### src/rtl/ram_access_ctrl.sv
// ram_access_ctrl
//   Serialises single-beat read/write commands onto a simple synchronous RAM
//   port and returns one response per command. Only one transaction is in
//   flight at a time.
//
// Ports
//   clk, rst                      clock, asynchronous active-high reset
//   cmd_valid/cmd_ready           command handshake (ready only in IDLE)
//   cmd_write, cmd_addr, cmd_wdata command fields, captured at acceptance
//   rsp_valid/rsp_ready           response handshake (valid only in RESP)
//   rsp_write, rsp_rdata          response kind and read data (0 for writes)
//   we, wr_addr, wr_din           RAM write port
//   re, rd_addr, rd_dout          RAM read port (data one cycle after re)
//   wr_count, rd_count            completed write / read response counters
module ram_access_ctrl #(
    parameter int ADDR_WIDTH = 4,
    parameter int DATA_WIDTH = 8
) (
    input  logic                  clk,
    input  logic                  rst,
    input  logic                  cmd_valid,
    output logic                  cmd_ready,
    input  logic                  cmd_write,
    input  logic [ADDR_WIDTH-1:0] cmd_addr,
    input  logic [DATA_WIDTH-1:0] cmd_wdata,
    output logic                  rsp_valid,
    input  logic                  rsp_ready,
    output logic                  rsp_write,
    output logic [DATA_WIDTH-1:0] rsp_rdata,
    output logic                  we,
    output logic [ADDR_WIDTH-1:0] wr_addr,
    output logic [DATA_WIDTH-1:0] wr_din,
    output logic                  re,
    output logic [ADDR_WIDTH-1:0] rd_addr,
    input  logic [DATA_WIDTH-1:0] rd_dout,
    output logic [15:0]           wr_count,
    output logic [15:0]           rd_count
);

    typedef enum logic [2:0] {
        IDLE,
        WR,
        RD,
        RD_WAIT,
        RESP
    } state_t;

    state_t state_q, state_d;

    // Held low through reset and set by the first edge afterwards, so
    // cmd_ready cannot rise until one clock after reset is released.
    logic started_q;

    logic accept;
    logic rsp_hs;

    assign accept = cmd_valid & cmd_ready;
    assign rsp_hs = rsp_valid & rsp_ready;

    always_ff @(posedge clk or posedge rst) begin
        if (rst) begin
            state_q   <= IDLE;
            started_q <= 1'b0;
        end else begin
            state_q   <= state_d;
            started_q <= 1'b1;
        end
    end

    always_comb begin
        state_d   = state_q;
        cmd_ready = 1'b0;
        we        = 1'b0;
        re        = 1'b0;
        rsp_valid = 1'b0;
        case (state_q)
            IDLE: begin
                cmd_ready = started_q;
                if (cmd_valid && started_q) state_d = cmd_write ? WR : RD;
            end
            WR: begin
                we      = 1'b1;
                state_d = RESP;
            end
            RD: begin
                re      = 1'b1;
                state_d = RD_WAIT;
            end
            RD_WAIT: state_d = RESP;
            RESP: begin
                rsp_valid = 1'b1;
                if (rsp_ready) state_d = IDLE;
            end
            default: state_d = IDLE;
        endcase
    end

    // Command capture: the RAM port registers double as the command holding
    // registers, which also gives "hold last value" behaviour when idle.
    always_ff @(posedge clk or posedge rst) begin
        if (rst) begin
            wr_addr <= '0;
            wr_din  <= '0;
            rd_addr <= '0;
        end else if (accept) begin
            if (cmd_write) begin
                wr_addr <= cmd_addr;
                wr_din  <= cmd_wdata;
            end else begin
                rd_addr <= cmd_addr;
            end
        end
    end

    // Response payload is loaded on entry to RESP and untouched while there.
    always_ff @(posedge clk or posedge rst) begin
        if (rst) begin
            rsp_write <= 1'b0;
            rsp_rdata <= '0;
        end else if (state_q == WR) begin
            rsp_write <= 1'b1;
            rsp_rdata <= '0;
        end else if (state_q == RD_WAIT) begin
            rsp_write <= 1'b0;
            rsp_rdata <= rd_dout;
        end
    end

    // Counters advance on the response handshake only; they wrap naturally.
    always_ff @(posedge clk or posedge rst) begin
        if (rst) begin
            wr_count <= '0;
            rd_count <= '0;
        end else if (rsp_hs) begin
            if (rsp_write) wr_count <= wr_count + 16'd1;
            else           rd_count <= rd_count + 16'd1;
        end
    end

endmodule

### config.mk
export PLATFORM = sky130hd
export DESIGN_NAME = ram_access_ctrl
export DESIGN_NICKNAME = d
export VERILOG_FILES = /design/src/rtl/ram_access_ctrl.sv
export SDC_FILE = /design/constraint.sdc
export NUM_CORES = 1
export LEC_CHECK = 0
export BUFFER_PORTS_ARGS = -buffer_cell sky130_fd_sc_hd__buf_2
export CAP_MARGIN = 10
export CORE_MARGIN = 1
export CORE_UTILIZATION = 40
export DETAILED_ROUTE_END_ITERATION = 7
export PLACE_DENSITY = 0.7
export SYNTH_ARGS = -nofsm -noshare
export SYNTH_HDL_FRONTEND = slang
export SYNTH_SLANG_ARGS = --single-unit
### constraint.sdc
create_clock -name clk -period 2.22 [get_ports clk]
set_input_delay 0.444 -clock clk [delete_from_list [all_inputs] [get_ports clk]]
set_output_delay 0.444 -clock clk [all_outputs]
set_load 0.03 [all_outputs]
== Yosys cells after proc, flatten, opt, wreduce, memory -nomap -nowiden ==
Cells that the tools add are included.
Cells by class
  add/subtract/negate cells: 2
  multiply operators: 0
  div/mod/pow operators: 0
  $lt $le $gt $ge: 0
  equality and inequality tests: 6
  shifts and indexed selects: 0
  mux-type cells: 12
  bitwise operators: 4
  reduce and logical (&&, ||, !) cells: 9
Operators with widths (number)
  $add 16x1->16 const B: 2
  $mux 8: 2
  $pmux 3 s4: 1
  $reduce_and 2->1: 5
  $eq 3x2->1 const B: 2
  $mux 1: 6
  $mux 3: 2
  $ne 2x2->1 const B: 2
  $eq 3x1->1 const B: 1
  $eq 3x3->1 const B: 1
  $logic_not 3->1: 1
  $and 1x1->1: 2
  $mux 2: 1
  $not 1->1: 2
  $reduce_bool 2->1: 1
  $reduce_or 2->1: 1
  $logic_and 1x1->1: 1
Storage, ports and cells
  register bits after elaboration: 61
  latch bits: 0
  RAM bits: 0
  ROM bits: 0
  bits of input ports: 25
  output and inout port bits: 61
  word-level logic and storage cells: 42
  memories kept: 0

== Logic depth before layout (Yosys ltp) ==
  depth in word-level cells: 4
  mapped depth: 5
  gate-level depth less buffers: 5

== Least setup slack after synthesis ==
Ideal clock, no wire load.
  path type: flip-flop to output port
  start point: reg state_q[1]
  end point: out re
  arrival time: 1.427 ns
  required time: 1.776 ns
  slack: 0.349 ns
  stages on the path, launching flop included: 3
  path buffers: 1
  cells stage by stage: dfrtp_1 > clkbuf_1 > nor3b_1
On the way
  cells in the longest elaborated chain, start to end: 2
RTL lines
  from (decl): RTL line 48  | state_t state_q, state_d;
  from (signal assigned): RTL line 65  | state_q <= state_d;
  $eq 3x2->1: RTL line 76  | case (state_q)
  $mux 1: RTL line 76
  to (decl): RTL line 33  | output logic re,
No other way between the ends.

== Final worst setup path ==
Same ends and word-level chain as after synthesis.

==> results.cfg <==
[routing]
dr_total_vias = 1899
drt.antenna.violating_nets = 0
viasPerCell = 4.89
routedWlPerCell_um = 12.8
drcViolationCount = 0
dr.first_iter.drc_count = 82
drt_first_pass_iters = 5
wirelength_um = 4980

[min_path]
hold_class = in -> async

[worst_setup_path]
crit_arrival_ns = 1.47
crit_family = flip-flops
start_kind = flop
endpoint_kind = output pin
worstPathRequired_ns = 1.78
crit_type = reg -> out
slowest_delay_ns = 0.50
path_max_fanout = 9
cp_slowest_cell = dfrtp_1
path_buf_inv = 2
crit_chain = buf_4 -> nor3b_1 -> buf_2

[timing]
hold_ws_ns = 0.160
period_share_pct = 86.3
drv_slew = 0
fmax_ghz = 0.522
final.setup_skew_ns = 0.00652
rsz0062_at_grt = false
period_needed_ns = 1.92
postLayoutSetupSlackWorst_ns = 0.304
finalHoldViolCount = 0
worst_pin_slew_ns = 0.544
slew_headroom_pct = 63.7
setup_viol = 0
setup_tns_ns = 0

[clock_tree]
cts_sinks = 61
cts_tree = built
h-tree-depth = 3
path_clk_slew_ns = 0.06
cts_buffers = 9
clock_latency_ns = 0.33
post_cts_buffers = 0
cts-root-buf = clkbuf_8
cts_hold_buf = 0
cts_resized = 0
cts_buffer_depth = 2

[global_route]
grt_max_degree = 38
grt_pass1_vias = 1757
antenna_found_initial = 0
grt-ovfl-total = 0
grt_pass1_wl_um = 8170
grt_usage_pct = 16.6

[synthesis]
yosysSeqAreaShare_pct = 59.8
synth_area_leaders = dfrtp_1 (60%), xnor2_1 (8.6%), mux2_2 (7.9%)
yosysWarnings = 0
yosysMostFrequentCell = dfrtp_1
synth_top_area_cell = dfrtp_1
synth_top_area_share_pct = 59.8
synth_seq_cells = 61
ys.flop_type = dfrtp_1
ys_types = 28
yosys-top-cells-count = dfrtp_1 (61), nand2_1 (29), xnor2_1 (25)
async_flop_share_pct = 100
synth_area_um2 = 2550
syn_avg_cell_area_um2 = 11.9
synth_edf_count = 0
syn_nets = 241
syn_inst = 214

[floorplan]
die_w_um = 81.9
die_y_um = 81.9
start_util_pct = 42.4
io_pins = 86
placementRows = 28
core-area_um2 = 6030
die_area_um2 = 6700

[layout]
diodes = 0
areaGrowthSynthToFinish_pct = 29.1
final_nets = 337
drive_gt1_share_pct = 40.6
fillers = 565

[power_and_ir_drop]
total_power_mw = 4.10
peakVddDrop_v = 0.000686
cellLeakagePower_nw = 1.66
p_per_area_nw_per_um2 = 1240

[outcome]
outcome = complete, no violations

[job]
drv_cap = 0

[placed_design]
io_buffers = 85
place_hpwl_um = 3570
gp_congestion = 0.744
pre_cts_ws_ns = 0.567
-- path summary, 6_finish.rpt --
check	start	to	slack (ns)	cells after the start
worst max-delay path	state_q[1]$_DFFE_PP0P_	re	0.30	3
worst min-delay path	rst	wr_din[0]$_DFFE_PP0P_	0.16	2
worst max register to register	state_q[1]$_DFFE_PP0P_	rd_count[6]$_DFFE_PP0P_	0.57	5
worst min register to register	rd_count[15]$_DFFE_PP0P_	rd_count[15]$_DFFE_PP0P_	0.47	1
max in group asynchronous	rst	rd_count[6]$_DFFE_PP0P_	1.48	3
min in group clk	rsp_ready	state_q[2]$_DFFE_PP0P_	0.33	2
-- routing by layer --
layer	up-vias	routed length (um)	global-route usage, %
met3	12	250	4.44
met2	51	2350	24.8
met4	0	122	10.0
met5	-	0	0
li1	917	-	-
met1	919	2260	21.3
-- cell usage in the layout, fill, tap and decap left out, drive strengths merged --
cell type,instances
o21ai,9
and2,1
bufinv,1
ha,2
and3,3
nand4bb,1
nand2,29
and4,2
conb,1
nor3b,1
nor4,1
nand2b,1
inv,5
nand4,8
nor3,9
xor2,5
buf,90
clkbuf,13
nand3,15
a21o,1
dfrtp,61
xnor2,25
a31oi,2
mux2,18
nor2,9
-- logic make-up after synthesis --
kind of cell	synth area share (%)
buffers and inverters	1.76
AOI/OAI and AO/OA	2.55
and+or+nand+nor	16.2
DFF	59.8
adders and majority gates	0.980
xor gates and xnor gates	10.6
other	0.147
muxes	7.94
-- final cells by class --
class	count	area [um2]	share of cell area [%]
inverter	5	18.8	0.570
sequential	61	1530	46.3
clock inverter	1	30.0	0.912
timing repair buffer	90	475	14.4
tap	75	93.8	2.85
clock buffer	13	169	5.13
multi-input combinational	143	981	29.8
-- per-stage QoR --
| step | util, % | instances | cell area [um2] |
|---|---|---|---|
| after global placement | 51.4 | 374 | 3100 |
| after detailed placement | 51.4 | 374 | 3100 |
| after CTS | 54.7 | 388 | 3290 |
| after global routing | 54.7 | 388 | 3290 |
| after floorplan | - | 214 | 2550 |
| final | 54.7 | 388 | 3290 |
-- where the power goes --
group / switching, mW / internal (mW)
Clock: 0.392 / 0.599
Sequential: 0.245 / 1.40
Combinational: 0.963 / 0.497
-- registers in the layout, summed over array words and instances, names as in the netlist --
register / flops
rd_addr: 4
wr_count: 16
state_q: 3
wr_din: 8
rd_count: 16
rsp_rdata: 8
wr_addr: 4
started_q: 1
rsp_write: 1
(Power assumes the default switching activity.)
